==> config.mk <==
export PLATFORM = sky130hd
export DESIGN_NAME = dma_read_engine
export DESIGN_NICKNAME = d
export VERILOG_FILES = /design/src/rtl/dma_read_engine.sv
export SDC_FILE = /design/constraint.sdc
export NUM_CORES = 1
export LEC_CHECK = 0
export ABC_AREA = 1
export BUFFER_PORTS_ARGS = -buffer_cell sky130_fd_sc_hd__clkbuf_2
export CAP_MARGIN = 20
export CORE_AREA = 2 2 669 671
export DETAILED_ROUTE_END_ITERATION = 8
export DIE_AREA = 0 0 671 673
export PLACE_DENSITY_LB_ADDON = 0.3
export SLEW_MARGIN = 20
export SYNTH_ARGS = -nofsm -noshare
export SYNTH_HDL_FRONTEND = slang
export SYNTH_SLANG_ARGS = --single-unit
export TNS_END_PERCENT = 100
==> constraint.sdc <==
create_clock -name clk -period 4.52 [get_ports clk]
set_clock_uncertainty 0.15 [all_clocks]
set_input_delay 0.452 -clock clk [delete_from_list [all_inputs] [get_ports clk]]
set_output_delay 0.452 -clock clk [all_outputs]
set_load 0.01 [all_outputs]
==> src/rtl/dma_read_engine.sv <==
// dma_read_engine: chunked DMA read command generator; completion by beat counting. Optional keep check: DMA_READ_KEEP_CHECK_EN.
// Commands registered, held until ready; the data input is always ready once out of reset and is never backpressured.
module dma_read_engine (
  input  logic               clk,
  input  logic               rstn,
  output logic               m_axis_dma_read_cmd_valid,
  input  logic               m_axis_dma_read_cmd_ready,
  output logic [63:0]        m_axis_dma_read_cmd_address,
  output logic [31:0]        m_axis_dma_read_cmd_length,
  input  logic               s_axis_dma_read_data_valid,
  output logic               s_axis_dma_read_data_ready,
  input  logic [511:0]       s_axis_dma_read_data_data,
  input  logic [63:0]        s_axis_dma_read_data_keep,
  input  logic               s_axis_dma_read_data_last,
  input  logic [15:0][31:0]  control_reg,
  output logic [15:0][31:0]  status_reg
);

  typedef enum logic [1:0] {IDLE, RUN, DONE} state_t;
  state_t state, state_nxt;

  logic        start_q, armed, start, busy;
  logic [63:0] next_addr;
  logic [31:0] total_q, chunk_q, max_q;
  logic [26:0] beats_per_cmd, comp_beat;
  logic [31:0] bytes_issued, cmds_issued, cmds_done, beats_rx, cycles;
  logic        done_flag;

  logic        accept, cmd_fire, rx_done, can_issue;
  logic [31:0] rx_next, remaining, max_eff, outstanding, next_len;

  // armed blocks a spurious edge on the first cycle after reset while the start bit is still high
  assign start     = armed && control_reg[7][1] && !start_q && (state == IDLE);
  assign accept    = s_axis_dma_read_data_ready && s_axis_dma_read_data_valid && (state == RUN);
  assign cmd_fire  = m_axis_dma_read_cmd_valid && m_axis_dma_read_cmd_ready;
  assign rx_next   = beats_rx + {31'd0, accept};
  assign rx_done   = ({rx_next, 6'd0} >= {6'd0, total_q}) || (chunk_q == 32'd0);
  assign remaining = total_q - bytes_issued;
  assign max_eff   = (max_q == 32'd0) ? 32'd1 : max_q;
  assign outstanding = cmds_issued - cmds_done;
  assign next_len  = (chunk_q < remaining) ? chunk_q : remaining;
  assign can_issue = (state == RUN) && !m_axis_dma_read_cmd_valid && !rx_done &&
                     (bytes_issued < total_q) && (outstanding < max_eff);

  always_ff @(posedge clk or negedge rstn) begin
    if (!rstn) state <= IDLE;
    else       state <= state_nxt;
  end

  always_comb begin
    state_nxt = state;
    case (state)
      IDLE:    if (start) state_nxt = RUN;
      RUN:     if (rx_done) state_nxt = DONE;
      DONE:    state_nxt = IDLE;
      default: state_nxt = IDLE;
    endcase
  end

  always_ff @(posedge clk or negedge rstn) begin
    if (!rstn) begin
      start_q <= 1'b0;  armed <= 1'b0;  s_axis_dma_read_data_ready <= 1'b0;
      m_axis_dma_read_cmd_valid <= 1'b0;
      m_axis_dma_read_cmd_address <= '0;  m_axis_dma_read_cmd_length <= '0;
      next_addr <= '0;  total_q <= '0;  chunk_q <= '0;  max_q <= '0;
      beats_per_cmd <= '0;  comp_beat <= '0;  bytes_issued <= '0;
      cmds_issued <= '0;  cmds_done <= '0;  beats_rx <= '0;  cycles <= '0;
      done_flag <= 1'b0;
    end else begin
      start_q <= control_reg[7][1];
      armed   <= 1'b1;
      s_axis_dma_read_data_ready <= 1'b1;
      if (start) begin
        next_addr     <= {control_reg[1], control_reg[0]};
        total_q       <= control_reg[4];
        max_q         <= control_reg[5];
        chunk_q       <= control_reg[6];
        beats_per_cmd <= {1'b0, control_reg[6][31:6]} + {26'd0, |control_reg[6][5:0]};
        comp_beat <= '0;  bytes_issued <= '0;  cmds_issued <= '0;
        cmds_done <= '0;  beats_rx <= '0;  cycles <= '0;
        done_flag <= 1'b0;
        m_axis_dma_read_cmd_valid <= 1'b0;
      end else begin
        if (state == RUN) begin
          cycles   <= cycles + 32'd1;
          beats_rx <= rx_next;
          if (rx_done) done_flag <= 1'b1;
        end
        // in-order completion: every command except a trailing short one spans beats_per_cmd beats
        if (accept && (cmds_done != cmds_issued)) begin
          if (comp_beat + 27'd1 == beats_per_cmd) begin
            comp_beat <= '0;
            cmds_done <= cmds_done + 32'd1;
          end else begin
            comp_beat <= comp_beat + 27'd1;
          end
        end
        if (cmd_fire) begin
          m_axis_dma_read_cmd_valid <= 1'b0;
          next_addr    <= next_addr + {32'd0, chunk_q};
          bytes_issued <= bytes_issued + m_axis_dma_read_cmd_length;
          cmds_issued  <= cmds_issued + 32'd1;
        end
        if (can_issue) begin
          m_axis_dma_read_cmd_valid   <= 1'b1;
          m_axis_dma_read_cmd_address <= next_addr;
          m_axis_dma_read_cmd_length  <= next_len;
        end
        if (state != RUN) m_axis_dma_read_cmd_valid <= 1'b0;
      end
    end
  end

`ifdef DMA_READ_KEEP_CHECK_EN
  logic [31:0] keep_err;
  always_ff @(posedge clk or negedge rstn) begin
    if (!rstn)                                          keep_err <= '0;
    else if (start)                                     keep_err <= '0;
    else if (accept && (s_axis_dma_read_data_keep != '1)) keep_err <= keep_err + 32'd1;
  end
`endif

  always_comb begin
    busy       = (state == RUN);
    status_reg = '0;
    status_reg[0][0] = busy;
    status_reg[0][1] = done_flag;
    status_reg[1]    = cycles;
    status_reg[2]    = beats_rx;
    status_reg[3]    = cmds_issued;
`ifdef DMA_READ_KEEP_CHECK_EN
    status_reg[4]    = keep_err;
`endif
  end

  // payload and tlast are deliberately not inspected; unlisted control words are ignored
  logic unused_bits;
  assign unused_bits = ^{s_axis_dma_read_data_data, s_axis_dma_read_data_keep,
                         s_axis_dma_read_data_last, control_reg};

endmodule

; Word-level counts from Yosys, hierarchy flattened
; Index checks and enable logic that the tools add are counted.
[op_classes]
add_sub_neg = 10
magnitude_cmp = 4
n_eq_ne = 6
n_mux = 28
n_bitwise = 1
reduce_logical = 29
[op_table]
columns = cell, n
row1 = 32-bit two-way mux, 13
row2 = 64-bit two-way mux, 2
row3 = 32-bit by 1-bit adder with 32-bit output (second input constant), 3
row4 = 32-bit less-than comparator, 3
row5 = 27-bit two-way mux, 3
row6 = 64-bit by 32-bit adder with 64-bit output, 1
row7 = 32-bit zero test, 2
row8 = 32-bit subtractor, 2
row9 = 38-bit by 32-bit greater-or-equal comparator with 1-bit output, 1
row10 = 32-bit by 1-bit adder with 32-bit output, 1
row11 = 32-bit adder, 1
row12 = 32-bit inequality test, 1
row13 = 26-bit by 1-bit adder with 27-bit output, 1
row14 = 27-bit by 1-bit adder with 27-bit output (second input constant), 1
row15 = 27-bit == test, 1
row16 = 1-bit logical AND, 11
row17 = 2-bit nonzero test, 5
row18 = 2-bit AND reduction, 4
row19 = 1-bit two-way mux, 7
row20 = 6-bit OR reduction, 1
row21 = 2-bit two-way mux, 2
row22 = 2-bit by 1-bit inequality test with 1-bit output (second input constant), 2
row23 = 2-bit case mux with 2 select lines, 1
row24 = 4-bit nonzero test, 1
row25 = other kinds (6), 8
[word_totals]
ff_bits = 476
in_bits = 1093
out_inout_bits = 610
word_cells = 96

; Logic depth before layout (Yosys ltp)
[depth]
word_depth = 12
depth_mapped = 32
depth_no_buf = 30

; Worst setup path after synthesis
; OpenSTA, ideal clock, no wires.
[synth_path]
path_kind = register -> register
startpoint = register cmds_issued[0]
endpoint = register m_axis_dma_read_cmd_length[10]
setup_time_ns = 0.118
t_arrival_ns = 3.915
required_time_ns = 4.252
path_slack_ns = 0.337
stages_incl_launch_ff = 26
path_buffers = 2
synth_period_minus_slack_ns = 4.183
path_cell_list = dfrtp_1 inv_1 ha_1 inv_1 fa_1 nand2_1 nand2_1 a21oi_1 o21ai_0 nand3_1 nand2_1 a21oi_1 nor2_1 nor2_1 o21ai_0 nand2_1 nand2_1 ha_1 nand2_1 or4_1 nor2_1 nand2_1 clkbuf_1 clkbuf_1 nand4_1 nand2_1
[synth_between]
elab_chain_cells = 4
[synth_rtl]
columns = item, line
row1 = "start, declared", 26  ; logic [31:0] bytes_issued, cmds_issued, cmds_done, beats_rx, cycles;
row2 = "start signal, assigned", 102  ; cmds_issued <= cmds_issued + 32'd1;
row3 = 32-bit subtractor, 40  ; assign outstanding = cmds_issued - cmds_done;
row4 = 32-bit less-than comparator, 43  ; (bytes_issued < total_q) && (outstanding < max_eff);
row5 = 1-bit logical AND, 43
row6 = 2-bit AND reduction (no line), n/a
row7 = "end signal, assigned", 107  ; m_axis_dma_read_cmd_length <= next_len;
row8 = "end, declared", 9  ; output logic [31:0] m_axis_dma_read_cmd_length,
; No other way between the ends.
; A chain may end at the register's enable or synchronous reset.

; Worst setup path after layout
[layout_path]
startpoint = register cmds_issued[16]
endpoint = register m_axis_dma_read_cmd_address[59]
[layout_between]
elab_chain_cells = 4
[layout_rtl]
columns = item, line
row1 = 32-bit subtractor, 40
row2 = 32-bit less-than comparator, 43
row3 = 1-bit logical AND, 43
row4 = 2-bit AND reduction (no line), n/a
row5 = "end signal, assigned", 106  ; m_axis_dma_read_cmd_address <= next_addr;
row6 = "end, declared", 8  ; output logic [63:0] m_axis_dma_read_cmd_address,
; No other way between the ends.

==> impl_metrics.json <==
{
  "run_status": "complete, no violations",
  "die_x_microns": 671,
  "hpwl_microns": 158000,
  "whs_endpoint": "next_addr[10]",
  "die_h_microns": 673,
  "synth_top_cell_by_area": "dfrtp_1",
  "hp-start": "control_reg[10]",
  "synth.area.top_cells": "dfrtp_1 (32%), nand2_1 (13%), buf_4 (8.6%), ha_1 (7.5%), inv_1 (6.4%)",
  "row_count": 245,
  "worst_pin_slew_ps": 999,
  "hold_path.class": "input pin to flop",
  "rsz0062_at_grt": "true",
  "cap_viol_max_count": 0,
  "yosysMostFrequentCell": "nand2_1",
  "hold_depth": 3,
  "slew_headroom_pct": 32.8,
  "top_layer": "met5",
  "power_density_nw_per_um2": 654,
  "crit_slowest_cell": "dfrtp_1",
  "nets": 7376,
  "clock_sinks": 476,
  "gp_congestion": 0.860,
  "arrival_ps": 4920,
  "antenna_left": 0,
  "r2r_start": "cmds_issued[16]",
  "core_sq_um": 444000,
  "m1WireLength_microns": 75500,
  "ys.flop_type": "dfrtp_1",
  "fmax_mhz": 225,
  "antenna_found_initial": 46,
  "setup_viol": 0,
  "wire_per_inst_microns": 15.9,
  "numCtsBuffers": 58,
  "fin_crit_sh_pct": 98.3,
  "synth-edff-count": 0,
  "final_area_sq_um": 52100,
  "reg2reg_slack_ps": 80,
  "critPathMaxStageDelay_ps": 470,
  "routed_via_density": 2.97,
  "root_buffer": "clkbuf_16",
  "max-vdd-ir-drop_mv": 0.367,
  "io_pins": 1703,
  "hold-worst-slack_ps": 59.6,
  "period_needed_ps": 4440,
  "drv_slew": 0,
  "clkTransAtPathRegs_ps": 70,
  "yosysTopAreaCellShare_pct": 32.3,
  "grt.total_usage_pct": 8.14,
  "startpoint": "cmds_issued[16]",
  "clockBufferDepth": 3,
  "dpl.cell_count": 11714,
  "reg2reg_to": "m_axis_dma_read_cmd_address[59]",
  "wl_met2_microns": 100000,
  "crit_type": "flop to flop",
  "finalHoldViolCount": 0,
  "die_area_sq_um": 452000,
  "drc": 0,
  "crit_fanout": 7,
  "total_power_mw": 34.1,
  "wl_met3_microns": 8240,
  "yosysWarningCount": 0,
  "grt_pass1_wl_microns": 265000,
  "setup_tns_ps": 0,
  "routed_wl_microns": 191000,
  "synth_commonest_cells": "nand2_1 (1299), inv_1 (633), dfrtp_1 (476)",
  "grt_start_max_net_pins": 106,
  "clk_latency_ps": 750,
  "vias": 35825,
  "synth_cell_type_count": 59,
  "endpoint_kind": "flop",
  "cts_tree": "built",
  "drive_above_1_share_pct": 17.7,
  "area_growth_pct": 41.5,
  "synth_seq_cells": 476,
  "worst_setup_path_start_kind": "flop",
  "start_util_pct": 8.29,
  "firstDrtPassIters": 5,
  "fin_cells": 12044,
  "port-buffer-count": 360,
  "yosysSeqAreaShare_pct": 32.3,
  "synth.avg_cell_area_sq_um": 7.11,
  "reg2reg_depth": 25,
  "drt_iter0_drc": 2020,
  "syn_area_sq_um": 36800,
  "cp_common_cell": "nand2_1",
  "htree_levels": 2,
  "synth_cells": 5178,
  "p_leak_nw": 23.4,
  "fill_cells": 51649,
  "critPathRequiredTime_ps": 5000,
  "grt_pass1_vias": 35108,
  "grt_overflow": 0,
  "placed_area_sq_um": 47000,
  "async_flop_share_pct": 100
}
==> state kept, by name, summed over array words and instances, names as in the netlist, 2 cells and up <==
| name | cells |
|---|---|
| chunk_q | 32 |
| beats_rx | 32 |
| m_axis_dma_read_cmd_length | 32 |
| total_q | 32 |
| cycles | 32 |
| bytes_issued | 32 |
| cmds_done | 32 |
| beats_per_cmd | 27 |
| m_axis_dma_read_cmd_address | 64 |
| comp_beat | 27 |
| cmds_issued | 32 |
| max_q | 32 |
| state | 2 |
| next_addr | 64 |
==> per-layer routing <==
layer  up-vias  track usage, %
met3       221            1.32
met1     16926            9.14
met4        10            3.11
met2       744            15.3
li1      17924               -
met5         -               0
==> timing repair <==
action / in CTS / in global routing
cloned: 7 / 4
pin swaps: 38 / 32
endpoints found under the setup margin: 97 / 100
endpoints found under the hold margin: 236 / 0
setup buffers: 24 / 7
hold buffers: 171 / 0
resized for setup: 85 / 125
==> worst max-delay path, delay by kind of cell, from the launching register on <==
kind / cells / cell delay (ps)
simple gates: 12 / 1500
buf+inv: 7 / 1000
fa+ha+maj: 2 / 620
flops: 1 / 470
compound gates: 3 / 300
xor+xnor: 1 / 240
==> where the power goes <==
group          internal, mW  leakage (nW)  switching, mW  total (mW)
combinational          8.25          16.1           13.2        21.4
clock                  2.95          1.01           2.35        5.30
sequential             5.65          6.23           1.69        7.33
total                  16.8          23.4           17.2        34.1
==> metrics by stage <==
step,setup WS [ps],util [%]
floorplan,337,-
global placement,-627,10.6
detailed placement,-619,10.6
CTS,20.1,11.6
global route,-148,11.7
finish,78.4,11.7
==> cells in the final DEF (no fill, tap or decap), types with 212 or more instances in the layout <==
cell type and count:
buf_4 377, nand3_1 218, inv_1 626, o21ai_0 320, dfrtp_1 470, ha_1 212, nand2_1 1239, nor2_1 385
conb_1 415, clkbuf_2 359, a21oi_1 255
==> cells by family after synthesis <==
kind of cell,count (synthesis),share of synthesized area (%)
adders and majority gates,226,7.76
xor gates and xnor gates,173,4.19
AOI/OAI and AO/OA,860,13.2
buffers and inverters,1188,16.7
muxes,3,0.0815
DFF,476,32.3
and+or+nand+nor,2250,25.8
other,2,0.0204
==> area by class of cell <==
class / count / area (sq um) / share of cell area, %
well taps: 5928 / 7420 / 14.2
repair buffers: 945 / 7150 / 13.7
clock buffers: 72 / 1600 / 3.08
diodes: 13 / 32.5 / 0.0624
multi-input cells: 3928 / 21100 / 40.5
clock inverters: 34 / 448 / 0.859
inverters: 648 / 2430 / 4.67
flip-flops and latches: 476 / 11900 / 22.9
==> how the worst max path moves through the flow <==
stage / endpoint / slack [ps]
4_1_cts: m_axis_dma_read_cmd_length[10] / 20
2_1_floorplan: m_axis_dma_read_cmd_length[10] / 340
5_1_grt: m_axis_dma_read_cmd_address[52] / -150
3_3_place_gp: m_axis_dma_read_cmd_address[58] / -630
6_report: m_axis_dma_read_cmd_address[59] / 80
3_5_place_dp: m_axis_dma_read_cmd_address[56] / -620
(Power assumes the default switching activity.)
